`src/rtl/fetch_pkg.sv`:
```
// -----------------------------------------------------------------------------
// fetch_pkg
//   Shared definitions for the instruction fetch controller:
//     fetch_state_e     - fetch FSM state encoding
//     INSTR_BYTES       - bytes per instruction word (pc increment / alignment)
//     DEFAULT_RESET_PC  - default first fetch address after reset
// -----------------------------------------------------------------------------
package fetch_pkg;

  typedef enum logic [1:0] {
    IDLE  = 2'd0,  // one cycle after reset before the first request
    REQ   = 2'd1,  // presenting (or ready to present) a fetch request
    WAIT  = 2'd2,  // one request outstanding, response expected
    DRAIN = 2'd3   // outstanding response belongs to a squashed request
  } fetch_state_e;

  localparam int INSTR_BYTES = 4;

  localparam logic [63:0] DEFAULT_RESET_PC = 64'h0;

endpackage : fetch_pkg

```
`src/rtl/fetch_buf.sv`:
```
// -----------------------------------------------------------------------------
// fetch_buf
//   One-entry valid/ready holding register between the fetch controller and
//   decode. Holds one instruction word together with its address.
//
// Ports
//   clk        in   clock, rising edge
//   rst        in   synchronous, active-low reset (clears valid, data and pc)
//   clear      in   synchronous flush; drops the held entry
//   load       in   capture load_data/load_pc and mark the entry valid
//   load_data  in   instruction word to capture
//   load_pc    in   address of load_data
//   valid      out  entry holds an instruction
//   ready      in   consumer takes the entry when valid && ready
//   data       out  held instruction word
//   pc         out  address of the held instruction
// -----------------------------------------------------------------------------
module fetch_buf #(
  parameter int DATA_WIDTH = 32,
  parameter int ADDR_WIDTH = 32
) (
  input  logic                  clk,
  input  logic                  rst,
  input  logic                  clear,
  input  logic                  load,
  input  logic [DATA_WIDTH-1:0] load_data,
  input  logic [ADDR_WIDTH-1:0] load_pc,
  output logic                  valid,
  input  logic                  ready,
  output logic [DATA_WIDTH-1:0] data,
  output logic [ADDR_WIDTH-1:0] pc
);

  // Clear wins over load so a flush in the same cycle as a capture leaves the
  // buffer empty. Load and consume never coincide in practice because a new
  // fetch is only issued while the buffer is empty.
  always_ff @(posedge clk) begin
    if (!rst) begin
      valid <= 1'b0;
      data  <= '0;
      pc    <= '0;
    end else if (clear) begin
      valid <= 1'b0;
    end else if (load) begin
      valid <= 1'b1;
      data  <= load_data;
      pc    <= load_pc;
    end else if (valid && ready) begin
      valid <= 1'b0;
    end
  end

endmodule : fetch_buf

```
`src/rtl/fetch_ctrl.sv`:
```
// -----------------------------------------------------------------------------
// fetch_ctrl
//   Single-outstanding instruction fetch controller. Issues sequential fetch
//   requests to instruction memory, buffers one returned instruction for
//   decode, and handles branch/jump redirects by squashing in-flight work.
//
// Ports
//   clk              in   clock, rising edge
//   rst              in   synchronous, active-low reset
//   redirect_valid   in   single-cycle redirect strobe (highest priority)
//   redirect_target  in   new fetch address (word-aligned internally)
//   imem_req_valid   out  fetch request valid
//   imem_req_addr    out  fetch request address (current pc)
//   imem_req_ready   in   memory accepts the request
//   imem_rsp_valid   in   memory response valid
//   imem_rsp_data    in   fetched instruction word
//   instr_valid      out  buffered instruction available
//   instr_data       out  buffered instruction word
//   instr_pc         out  address of instr_data
//   instr_ready      in   decode consumes the buffered instruction
// -----------------------------------------------------------------------------
module fetch_ctrl
  import fetch_pkg::*;
#(
  parameter int                    ADDR_WIDTH  = 32,
  parameter int                    INSTR_WIDTH = 32,
  parameter logic [ADDR_WIDTH-1:0] RESET_PC    = ADDR_WIDTH'(DEFAULT_RESET_PC)
) (
  input  logic                   clk,
  input  logic                   rst,
  input  logic                   redirect_valid,
  input  logic [ADDR_WIDTH-1:0]  redirect_target,
  output logic                   imem_req_valid,
  output logic [ADDR_WIDTH-1:0]  imem_req_addr,
  input  logic                   imem_req_ready,
  input  logic                   imem_rsp_valid,
  input  logic [INSTR_WIDTH-1:0] imem_rsp_data,
  output logic                   instr_valid,
  output logic [INSTR_WIDTH-1:0] instr_data,
  output logic [ADDR_WIDTH-1:0]  instr_pc,
  input  logic                   instr_ready
);

  fetch_state_e          state;
  fetch_state_e          state_next;
  logic [ADDR_WIDTH-1:0] pc;
  logic [ADDR_WIDTH-1:0] pc_next;
  logic [ADDR_WIDTH-1:0] req_pc;
  logic [ADDR_WIDTH-1:0] req_pc_next;
  logic [ADDR_WIDTH-1:0] redirect_pc;
  logic                  buf_valid;
  logic                  buf_load;
  logic                  req_fire;

  // Masking with (INSTR_BYTES-1) forces the redirect address onto an
  // instruction boundary.
  assign redirect_pc = redirect_target & ~ADDR_WIDTH'(INSTR_BYTES - 1);

  // A request is only offered while the decode buffer is empty, so a returned
  // instruction always has somewhere to land.
  assign imem_req_valid = (state == REQ) && !buf_valid;
  assign imem_req_addr  = pc;
  assign req_fire       = imem_req_valid && imem_req_ready;
  assign instr_valid    = buf_valid;

  always_ff @(posedge clk) begin
    if (!rst) begin
      state  <= IDLE;
      pc     <= RESET_PC;
      req_pc <= '0;
    end else begin
      state  <= state_next;
      pc     <= pc_next;
      req_pc <= req_pc_next;
    end
  end

  always_comb begin
    state_next  = state;
    pc_next     = pc;
    req_pc_next = req_pc;
    buf_load    = 1'b0;

    case (state)
      IDLE: begin
        state_next = REQ;
      end
      REQ: begin
        if (req_fire) begin
          state_next  = WAIT;
          pc_next     = pc + ADDR_WIDTH'(INSTR_BYTES);
          req_pc_next = pc;
        end
      end
      WAIT: begin
        if (imem_rsp_valid) begin
          buf_load   = 1'b1;
          state_next = REQ;
        end
      end
      DRAIN: begin
        // The response for the squashed request is swallowed here.
        if (imem_rsp_valid) begin
          state_next = REQ;
        end
      end
      default: begin
        state_next = IDLE;
      end
    endcase

    // Redirect overrides every other event of the cycle. Whether a request is
    // still in flight decides between re-presenting (REQ) and draining (DRAIN).
    if (redirect_valid) begin
      pc_next  = redirect_pc;
      buf_load = 1'b0;
      case (state)
        REQ:     state_next = req_fire ? DRAIN : REQ;
        WAIT:    state_next = imem_rsp_valid ? REQ : DRAIN;
        // IDLE still goes to REQ. DRAIN stays put unless the pending response
        // arrives in this very cycle; that response is the one being drained,
        // so waiting for another would never terminate.
        default: begin
        end
      endcase
    end
  end

  fetch_buf #(
    .DATA_WIDTH (INSTR_WIDTH),
    .ADDR_WIDTH (ADDR_WIDTH)
  ) u_buf (
    .clk       (clk),
    .rst       (rst),
    .clear     (redirect_valid),
    .load      (buf_load),
    .load_data (imem_rsp_data),
    .load_pc   (req_pc),
    .valid     (buf_valid),
    .ready     (instr_ready),
    .data      (instr_data),
    .pc        (instr_pc)
  );

endmodule : fetch_ctrl

```
`config.mk`:
```
export PLATFORM = sky130hd
export DESIGN_NAME = fetch_ctrl
export DESIGN_NICKNAME = d
export VERILOG_FILES = /design/src/rtl/fetch_pkg.sv /design/src/rtl/fetch_buf.sv /design/src/rtl/fetch_ctrl.sv
export SDC_FILE = /design/constraint.sdc
export NUM_CORES = 1
export LEC_CHECK = 0
export ABC_AREA = 1
export BUFFER_PORTS_ARGS = -buffer_cell sky130_fd_sc_hd__buf_4
export CAP_MARGIN = 30
export CORE_MARGIN = 2
export CORE_UTILIZATION = 45
export CTS_CLUSTER_SIZE = 28
export DETAILED_ROUTE_END_ITERATION = 10
export HOLD_SLACK_MARGIN = 0.1
export PLACE_DENSITY = 0.72
export SYNTH_ARGS = -nofsm -noshare
export SYNTH_HDL_FRONTEND = slang
export SYNTH_SLANG_ARGS = --single-unit
```
`constraint.sdc`:
```
create_clock -name clk -period 3.9 [get_ports clk]
set_input_delay 0.195 -clock clk [delete_from_list [all_inputs] [get_ports clk]]
set_output_delay 0.195 -clock clk [all_outputs]
set_load 0.05 [all_outputs]
```
Word level (Yosys, flattened, before mapping)
Index checks and enable logic that the tools add are counted.
{"block": "totals", "register_bits": 131, "input_bits": 70, "out_inout_bits": 98, "word_cells": 41}
{"block": "op_classes", "n_addsub": 1, "n_eq_ne": 3, "muxes": 15, "bitwise_logic": 2, "reduce_logical": 13}
{"op": "$mux 32", "n": 3}
{"op": "$add 32x3->32 const B", "n": 1}
{"op": "$mux 2", "n": 5}
{"op": "$pmux 2 s3", "n": 1}
{"op": "$reduce_and 2->1", "n": 3}
{"op": "$reduce_bool 2->1", "n": 3}
{"op": "$mux 1", "n": 5}
{"op": "$eq 2x2->1 const B", "n": 2}
{"op": "$pmux 2 s2", "n": 1}
{"op": "$reduce_or 2->1", "n": 2}
{"op": "$logic_and 1x1->1", "n": 3}
{"op": "$eq 2x1->1 const B", "n": 1}
{"op": "$logic_not 2->1", "n": 1}
{"op": "$not 1->1", "n": 2}
{"op": "$logic_not 1->1", "n": 1}

Longest topological paths before layout
Gate-level depths: netlist (run 1).
{"block": "depth", "depth_word": 7, "ltp_mapped": 11, "depth_no_buf": 11}

By module
From an unflattened synthesis (run 1), not the netlist that was laid out.
{"block": "hier_totals", "hier_cells": 920, "hier_area_um2": 6125.9}
{"module": "fetch_ctrl", "n_inst": 1, "cells_per_inst": 501, "area_per_inst_um2": 3300.7, "seq_area_each_um2": 1241.2}
{"module": "fetch_buf", "n_inst": 1, "cells_per_inst": 419, "area_per_inst_um2": 2825.2, "seq_area_each_um2": 1301.2}

Worst setup path before layout (run 1)
OpenSTA, ideal clock, no wires.
{"block": "synth_timing", "path_kind": "reg2reg", "startpoint": "reg pc[3], in the netlist imem_req_addr[3]", "endpoint": "reg pc[22], in the netlist imem_req_addr[22]", "setup_time_ps": 109, "arrival_time_ps": 1730, "slack_ps": 2061, "path_stages_with_launch": 11, "period_less_slack_ps": 1839, "cell_sequence": "dfxtp_1 -> ha_1 -> nand3_2 -> nor2_4 -> nand2_1 -> nor2_1 -> nand2_1 -> nand2_1 -> nand3_1 -> nand2_1 -> inv_1"}
{"block": "synth_via", "elab_chain_cells": 4}
{"item": "start: declaration", "line_no": "fetch_ctrl.sv:46", "rtl": "logic [ADDR_WIDTH-1:0] pc;"}
{"item": "start signal: assignment", "line_no": "fetch_ctrl.sv:73", "rtl": "pc <= pc_next;"}
{"item": "$add 32x3->32", "line_no": "fetch_ctrl.sv:91", "rtl": "pc_next = pc + ADDR_WIDTH'(INSTR_BYTES);"}
{"item": "$mux 32", "line_no": "fetch_ctrl.sv:89", "rtl": "if (req_fire) begin"}
{"item": "$mux 32", "line_no": "fetch_ctrl.sv:84", "rtl": "case (state)"}
{"item": "$mux 32", "line_no": "fetch_ctrl.sv:114", "rtl": "if (redirect_valid) begin"}
No other way between the ends. The select of a mux whose other input is x is not followed.
A chain may end at the register's enable or synchronous reset.

Worst setup path in the final report (run 1)
{"block": "layout_timing", "startpoint": "reg state[1]", "endpoint": "reg pc[12], in the netlist imem_req_addr[12]"}
{"block": "layout_via", "elab_chain_cells": 5}
{"item": "start: declaration", "line_no": "fetch_ctrl.sv:44", "rtl": "fetch_state_e state;"}
{"item": "start signal: assignment", "line_no": "fetch_ctrl.sv:72", "rtl": "state <= state_next;"}
{"item": "$eq 2x1->1 *", "line_no": "fetch_ctrl.sv:61, fetch_ctrl.sv:84"}
{"item": "$logic_and 1x1->1", "line_no": "fetch_ctrl.sv:61", "rtl": "assign imem_req_valid = (state == REQ) && !buf_valid;"}
{"item": "$logic_and 1x1->1", "line_no": "fetch_ctrl.sv:63", "rtl": "assign req_fire = imem_req_valid && imem_req_ready;"}
{"item": "$reduce_bool 2->1 (no line)"}
{"item": "$reduce_and 2->1 (no line) *"}
Every way passes the cells marked *; elsewhere a longest branch is shown, timed or not.

==> reports/metrics.json, run 1 <==
{
  "post_dp_hpwl_um": 10600,
  "postRouteAntennaNets": 0,
  "slew_headroom_pct": 50.7,
  "synth_sequential_area_ratio_pct": 45.8,
  "yosys-top-cells-area": "sky130_fd_sc_hd__dfxtp_1, sky130_fd_sc_hd__nor2_1, sky130_fd_sc_hd__o21ai_0",
  "highest_ir_drop_seen_on_vdd_mv": 0.316,
  "n_antenna_cell": 0,
  "avgViaCountPerCell": 5.01,
  "cp_slowest_cell": "sky130_fd_sc_hd__nand2_1",
  "post_cts.repair.setup_buffers": 0,
  "clock-skew-final_ns": 0.00677,
  "multi_input_area_mm2": 0.00256,
  "layout_min_cycle_time_ns": 2.39,
  "critical_path.most_common_cell": "sky130_fd_sc_hd__inv_1",
  "maxCapViolations": 0,
  "netlist_instances": 758,
  "critical_path_class": "reg -> reg",
  "cell_area_after_synthesis_mm2": 0.00546,
  "drt_first_pass_iters": 5,
  "cpPeakStageDelay_ns": 0.62,
  "htreeDepth": 4,
  "grt_pass1_vias": 5249,
  "finalCoreUtilization_pct": 64.6,
  "critical_path.top_delay_family": "simple AND/OR/NAND/NOR gates",
  "ctsLongestPathBuffers": 2,
  "max_freq_ghz": 0.419,
  "core_mm2": 0.0119,
  "die_w_um": 114,
  "antenna_violations_before_repair": 0,
  "synth-seq-cells": 125,
  "critPathArrivalTime_ns": 2.67,
  "floorplan.rows": 40,
  "outcome": "completed",
  "die_area_mm2": 0.0130,
  "ys_types": 31,
  "first_iter_violations": 330,
  "cp-end-kind": "flip-flop",
  "grt-ovfl-total": 0,
  "drt_drc": 0,
  "die_height_um": 114,
  "floorplan.initialDensity_pct": 45.8,
  "period_share_pct": 61.2,
  "proportion_of_layout_cells_with_a_drive_suffix_above_1_pct": 24.0,
  "power_density_mw_per_mm2": 420,
  "share_comb_of_total_power_pct": 12.4,
  "grtUsageTotal_pct": 25.0,
  "share_seq_of_total_power_pct": 42.5,
  "grt_max_degree": 88,
  "worstPathCellList": "inv_1 -> ha_1 -> nand3_2 -> nand2_1 -> inv_2 -> a22o_1 -> inv_1 -> a21oi_1",
  "final-hold-violation-count": 0,
  "routed_wirelength_um": 16100,
  "total_number_of_nets_in_the_final_design": 1020,
  "synth_top_area_cell": "sky130_fd_sc_hd__dfxtp_1",
  "insertion_delay_ns": 0.42,
  "clkTransAtPathRegs_ns": 0.06,
  "setup_viol_count_final": 0,
  "clock_tree_from_tritoncts": "built",
  "ios": 168,
  "crit_buf_inv": 3,
  "p_leak_nw": 3.55,
  "p_sw_share_pct": 26.9,
  "clk_root_buffer_cell": "sky130_fd_sc_hd__clkbuf_16",
  "globalplace.congestion": 0.911,
  "unrepaired_setup_endpoints_after_global_routing": "no",
  "cts_inserted_buffers": 17,
  "p_clk_share_pct": 45.2,
  "final.fill_count": 1080,
  "critical_path.max_fanout": 23,
  "netlist.area_leader.share_pct": 45.8,
  "synthesis.yosys.warnings": 0,
  "setup_tns_ns": 0,
  "worst-endpoint-required_ns": 4.19,
  "buffer_ports.inserted": 161,
  "regArea_mm2": 0.00250,
  "hp-class": "in -> reg",
  "postSynthAreaPerCell_um2": 7.20,
  "worst-slew-pin-transition_ns": 0.740,
  "syn_to_final_growth_pct": 41.0,
  "internal-power_mw": 2.36,
  "finalMaxSlewViolations": 0,
  "wire_per_inst_um": 14.6,
  "num_vias": 5526,
  "switching_power_uw": 869,
  "critical_path.startpoint_type": "flip-flop",
  "cts.sink_count": 125,
  "grt_first_pass_wirelength_um": 25800
}
tightest hold or removal path, delay by kind of cell:
kind            cells  cell delay (ns)
compound gates      2             0.12
simple gates        2             0.12
buf+inv             1             0.08
flip-flops by register name, indices dropped and copies added (netlist names):
| signal | flops |
|---|---|
| req_pc | 30 |
| imem_req_addr | 30 |
| u_buf.valid | 1 |
| u_buf.pc | 30 |
| state | 2 |
| u_buf.data | 32 |
cell type report:
type | instances | share of cell area, %
repair buffers | 208 | 21.8
inverters | 61 | 2.98
clock inverters | 11 | 1.24
multi-input cells | 532 | 33.3
clock buffers | 20 | 5.80
well taps | 147 | 2.39
flip-flops and latches | 125 | 32.5
final timing paths:
kind,to,slack (ns),startpoint,depth (start not counted)
max,imem_req_addr[12],1.51,state[1],8
min,imem_req_addr[6],0.13,redirect_target[6],5
max reg2reg,imem_req_addr[12],1.51,state[1],8
min reg2reg,u_buf.pc[31],0.45,req_pc[31],2
metal layers:
metal,global-route usage (%),vias up,wire (um)
li1,-,2807,-
met4,10.2,0,433
met1,31.8,2524,7000
met5,0,-,0
met2,41.2,165,7780
met3,5.77,30,876
power by group through the flow:
stage	Sequential, mW	Combinational, mW	Clock [mW]
final	1.37	0.399	1.46
after global routing	1.38	0.431	1.54
after CTS	1.37	0.398	1.47
after detailed placement	1.40	0.362	0
after global placement	1.40	0.357	0
after floorplan	1.47	0.150	0
through the flow:
step,instances,area [um2],hold slack (ns),setup WS (ns),power (mW)
floorplan,761,5470,0.330,2.06,1.62
global placement,1030,6710,0.417,1.60,1.75
detailed placement,1031,6730,0.423,1.54,1.76
CTS,1104,7690,0.111,1.50,3.24
global route,1104,7690,0.167,1.23,3.34
finish,1104,7690,0.126,1.51,3.23
synth_stat cells:
cell type                  count
sky130_fd_sc_hd__a21oi_1      60
sky130_fd_sc_hd__a21oi_2       1
sky130_fd_sc_hd__a22o_1        5
sky130_fd_sc_hd__a22oi_1       1
sky130_fd_sc_hd__a31oi_1       3
sky130_fd_sc_hd__and2_1        2
sky130_fd_sc_hd__buf_2         8
sky130_fd_sc_hd__buf_4         4
sky130_fd_sc_hd__clkbuf_1     31
sky130_fd_sc_hd__conb_1        1
sky130_fd_sc_hd__dfxtp_1     125
sky130_fd_sc_hd__ha_1          5
sky130_fd_sc_hd__inv_1        54
sky130_fd_sc_hd__inv_2         7
sky130_fd_sc_hd__nand2_1     115
sky130_fd_sc_hd__nand2_2       7
sky130_fd_sc_hd__nand2_4       1
sky130_fd_sc_hd__nand3_1      30
sky130_fd_sc_hd__nand3_2       3
sky130_fd_sc_hd__nand3b_1      1
sky130_fd_sc_hd__nand4_1       4
sky130_fd_sc_hd__nor2_1      153
sky130_fd_sc_hd__nor2_2        5
sky130_fd_sc_hd__nor2_4       10
sky130_fd_sc_hd__nor3_1        2
sky130_fd_sc_hd__nor3_2        1
sky130_fd_sc_hd__o211ai_1      2
sky130_fd_sc_hd__o21ai_0     103
sky130_fd_sc_hd__o21ai_1       2
sky130_fd_sc_hd__xnor2_1       1
sky130_fd_sc_hd__xor2_1       11
cells in the final DEF (no fill, tap or decap), types with 17 or more instances in the layout:
cell type and n:
sky130_fd_sc_hd__inv_1 54, sky130_fd_sc_hd__dlygate4sd3_1 42, sky130_fd_sc_hd__nand2_1 115, sky130_fd_sc_hd__nand3_1 30, sky130_fd_sc_hd__buf_4 165, sky130_fd_sc_hd__o21ai_0 103
sky130_fd_sc_hd__a21oi_1 60, sky130_fd_sc_hd__clkbuf_16 17, sky130_fd_sc_hd__dfxtp_1 125, sky130_fd_sc_hd__nor2_1 153
timing repair:
item,CTS,global route
gates resized for setup,0,0
hold buffers,42,0
hold endpoints to repair,42,0
logic make-up after synthesis:
kind of cell	count (synthesis)	share of synthesized area (%)
xor+xnor	12	1.93
buf+inv	104	7.61
other cells	1	0.0687
compound gates	177	16.8
simple gates	334	26.6
fa+ha+maj	5	1.15
flops	125	45.8
(Power assumes the default switching activity.)
==> run 2, diff against run 1 <==
==> constraint.sdc (replaced) <==
create_clock -name clk -period 2.2 [get_ports clk]
set_input_delay 0.11 -clock clk [delete_from_list [all_inputs] [get_ports clk]]
set_output_delay 0.11 -clock clk [all_outputs]
set_load 0.05 [all_outputs]
==> reports/metrics.json, run 2 (synthesis gave the netlist of run 1 again) <==
{
  "outcome": "completed",
  "globalplace.congestion": {"value": 0.935, "change": "+2.6%"},
  "layout_min_cycle_time": {"value": 2.00, "unit": "ns", "change": "-0.387 ns"},
  "critical_path_class": "reg -> reg",
  "critical_path.startpoint_type": "flip-flop",
  "htreeDepth": {"value": 4, "change": "unchanged"},
  "clock-skew-final": {"value": 0.0104, "unit": "ns", "change": "+0.00361 ns"},
  "slew_headroom": {"value": 59.3, "unit": "%", "change": "+8.6 points"},
  "power_density": {"value": 734, "unit": "mW/mm2", "change": "+75%"},
  "drt_drc": {"value": 0, "change": "unchanged"},
  "min_to": "imem_req_addr[24]",
  "p_leak": {"value": 3.68, "unit": "nW", "change": "+3.9%"},
  "clkTransAtPathRegs": {"value": 0.06, "unit": "ns", "change": "about the same"},
  "n_antenna_cell": {"value": 0, "change": "unchanged"},
  "finalMaxSlewViolations": {"value": 0, "change": "unchanged"},
  "num_vias": {"value": 5740, "change": "+3.9%"},
  "hp-class": "in -> reg",
  "grt_pass1_vias": {"value": 5528, "change": "+5.3%"},
  "syn_to_final_growth_pct": 46.3,
  "grt-ovfl-total": {"value": 0, "change": "unchanged"},
  "die_height": {"value": 114, "unit": "um", "change": "unchanged"},
  "clock_tree_from_tritoncts": "built",
  "unrepaired_setup_endpoints_after_global_routing": "no",
  "layout_commonest_cell": "sky130_fd_sc_hd__buf_4",
  "avgViaCountPerCell": {"value": 5.08, "change": "+1.4%"},
  "cts.sink_count": {"value": 125, "change": "unchanged"},
  "fin_cells": {"value": 1131, "change": "+2.4%"},
  "critPathArrivalTime": {"value": 2.35, "unit": "ns", "change": "-0.32 ns"},
  "wire_per_inst": {"value": 14.5, "unit": "um", "change": "-0.28%"},
  "highest_ir_drop_seen_on_vdd": {"value": 0.683, "unit": "mV", "change": "+120%"},
  "ctsLongestPathBuffers": {"value": 2, "change": "unchanged"},
  "floorplan.rows": {"value": 40, "change": "unchanged"},
  "worst-endpoint-required": {"value": 2.55, "unit": "ns", "change": "-1.64 ns"},
  "grt_max_degree": {"value": 65, "change": "-26%"},
  "hp-start": "redirect_target[24]",
  "totalPowerFinal": {"value": 5.87, "unit": "mW", "change": "+82%"},
  "proportion_of_layout_cells_with_a_drive_suffix_above_1": {"value": 24.3, "unit": "%", "change": "+0.26 points"},
  "critical_path.max_fanout": {"value": 64, "change": "+180%"},
  "clk_root_buffer_cell": "sky130_fd_sc_hd__clkbuf_16",
  "postRouteAntennaNets": {"value": 0, "change": "unchanged"},
  "period_share": {"value": 91.0, "unit": "%", "change": "+30 points"},
  "buffer_ports.inserted": {"value": 161, "change": "unchanged"},
  "post_cts.repair.setup_buffers": {"value": 0, "change": "unchanged"},
  "post_dp_hpwl": {"value": 10700, "unit": "um", "change": "+1.1%"},
  "die_area": {"value": 0.0130, "unit": "mm2", "change": "unchanged"},
  "largest_reg_flops": {"value": 32, "change": "unchanged"},
  "grtUsageTotal": {"value": 25.7, "unit": "%", "change": "+0.68 points"},
  "cts_inserted_buffers": {"value": 17, "change": "unchanged"},
  "max_freq": {"value": 0.500, "unit": "GHz", "change": "+19%"},
  "maxCapViolations": {"value": 0, "change": "unchanged"},
  "total_number_of_nets_in_the_final_design": {"value": 1046, "change": "+2.5%"},
  "insertion_delay": {"value": 0.41, "unit": "ns", "change": "about the same"},
  "cp-end-kind": "flip-flop",
  "crit_start": "state[1]",
  "setup_tns": {"value": 0, "unit": "ns", "change": "unchanged"},
  "drt_first_pass_iters": {"value": 5, "change": "unchanged"},
  "r2r_start": "state[1]",
  "ios": {"value": 168, "change": "unchanged"},
  "final_cell_mix": "sky130_fd_sc_hd__buf_4, sky130_fd_sc_hd__nor2_1, sky130_fd_sc_hd__dfxtp_1",
  "final-hold-violation-count": {"value": 0, "change": "unchanged"},
  "grt_first_pass_wirelength": {"value": 26900, "unit": "um", "change": "+4.3%"},
  "numPlacedInstances": {"value": 1037, "change": "+0.58%"},
  "rr_endpoint": "u_buf.valid",
  "placedInstanceArea": {"value": 0.00679, "unit": "mm2", "change": "+0.85%"},
  "worstRegToRegCells": {"value": 7, "change": "-1"},
  "setup_viol_count_final": {"value": 0, "change": "unchanged"},
  "antenna_violations_before_repair": {"value": 0, "change": "unchanged"},
  "routed_wirelength": {"value": 16400, "unit": "um", "change": "+2.2%"},
  "largest-register": "u_buf.data",
  "floorplan.initialDensity": {"value": 45.8, "unit": "%", "change": "unchanged"},
  "first_iter_violations": {"value": 383, "change": "+16%"},
  "ff2ff_setup_slack": {"value": 0.20, "unit": "ns", "change": "-1.31 ns"},
  "core": {"value": 0.0119, "unit": "mm2", "change": "unchanged"},
  "worst_hold_path_cell_count": {"value": 5, "change": "unchanged"},
  "final_area": {"value": 0.00799, "unit": "mm2", "change": "+3.8%"},
  "die_w": {"value": 114, "unit": "um", "change": "unchanged"},
  "worst-slew-pin-transition": {"value": 0.610, "unit": "ns", "change": "-0.130 ns"}
}
-- run 2: cell types whose count changed in the layout (fill, tap and decap cells not counted), sizes merged --
| cell | before | now |
|---|---|---|
| dlygate4sd3 | 42 | 62 |
| inv | 62 | 71 |
| buf | 166 | 172 |
| clkbuf | 20 | 17 |
| clkinv | 6 | 3 |
| bufinv | 1 | 0 |
| clkinvlp | 3 | 2 |
-- run 2: critical path, stage by stage, from the launching register on --
cell and delay (ns):
sky130_fd_sc_hd__dfxtp_1 0.40, sky130_fd_sc_hd__ha_1 0.19, sky130_fd_sc_hd__inv_1 0.08, sky130_fd_sc_hd__nor3_4 0.17, sky130_fd_sc_hd__buf_8 0.32, sky130_fd_sc_hd__o21ai_0 0.12, sky130_fd_sc_hd__nor2_1 0.10, sky130_fd_sc_hd__dlygate4sd3_1 0.55
-- run 2: layout make-up --
cell class,count,area [um2]
Clock buffer,17,425
Clock inverter,15,145
Fill cell,1011,3920
Inverter,61,229
Multi-Input combinational cell,532,2560
Sequential cell,125,2500
Tap cell,147,184
Timing Repair Buffer,234,1940
-- run 2: layer usage --
metal	vias up	global-route usage, %	routed length (um)
met4	0	11.0	539
li1	2863	-	-
met1	2631	32.7	6890
met3	41	5.61	1030
met2	205	42.3	7980
met5	-	0	0
-- run 2: how the worst max path moves through the flow --
stage | endpoint | slack [ns] | cells past startpoint
finish | u_buf.valid | 0.20 | 7
global route | u_buf.valid | 0.02 | 8
CTS | u_buf.valid | 0.02 | 8
detailed placement | imem_req_addr[24] | 0.38 | 8
global placement | u_buf.pc[16] | 0.32 | 7
floorplan | imem_req_addr[22] | 0.36 | 10
-- run 2: metrics by stage --
step	utilization, %	worst slack [ns]	hold slack (ns)
2_1_floorplan	-	0.361	0.245
3_3_place_gp	56.8	0.321	0.331
3_5_place_dp	57.0	0.382	0.338
4_1_cts	67.0	0.0231	0.106
5_1_grt	67.1	0.0224	0.126
6_report	67.1	0.199	0.116
-- run 2: power breakdown --
part	leakage, nW	total [mW]	internal [mW]	switching, mW
Combinational	2.39	0.747	0.304	0.443
Clock	0.278	2.69	1.50	1.19
Sequential	1.02	2.43	2.34	0.0850
-- run 2: repair_timing --
item | 4_1_cts | 5_1_grt
hold buffers | 62 | 0
gates resized for setup | 0 | 3
endpoints found under the setup margin | 0 | 1
hold endpoints to repair | 61 | 0
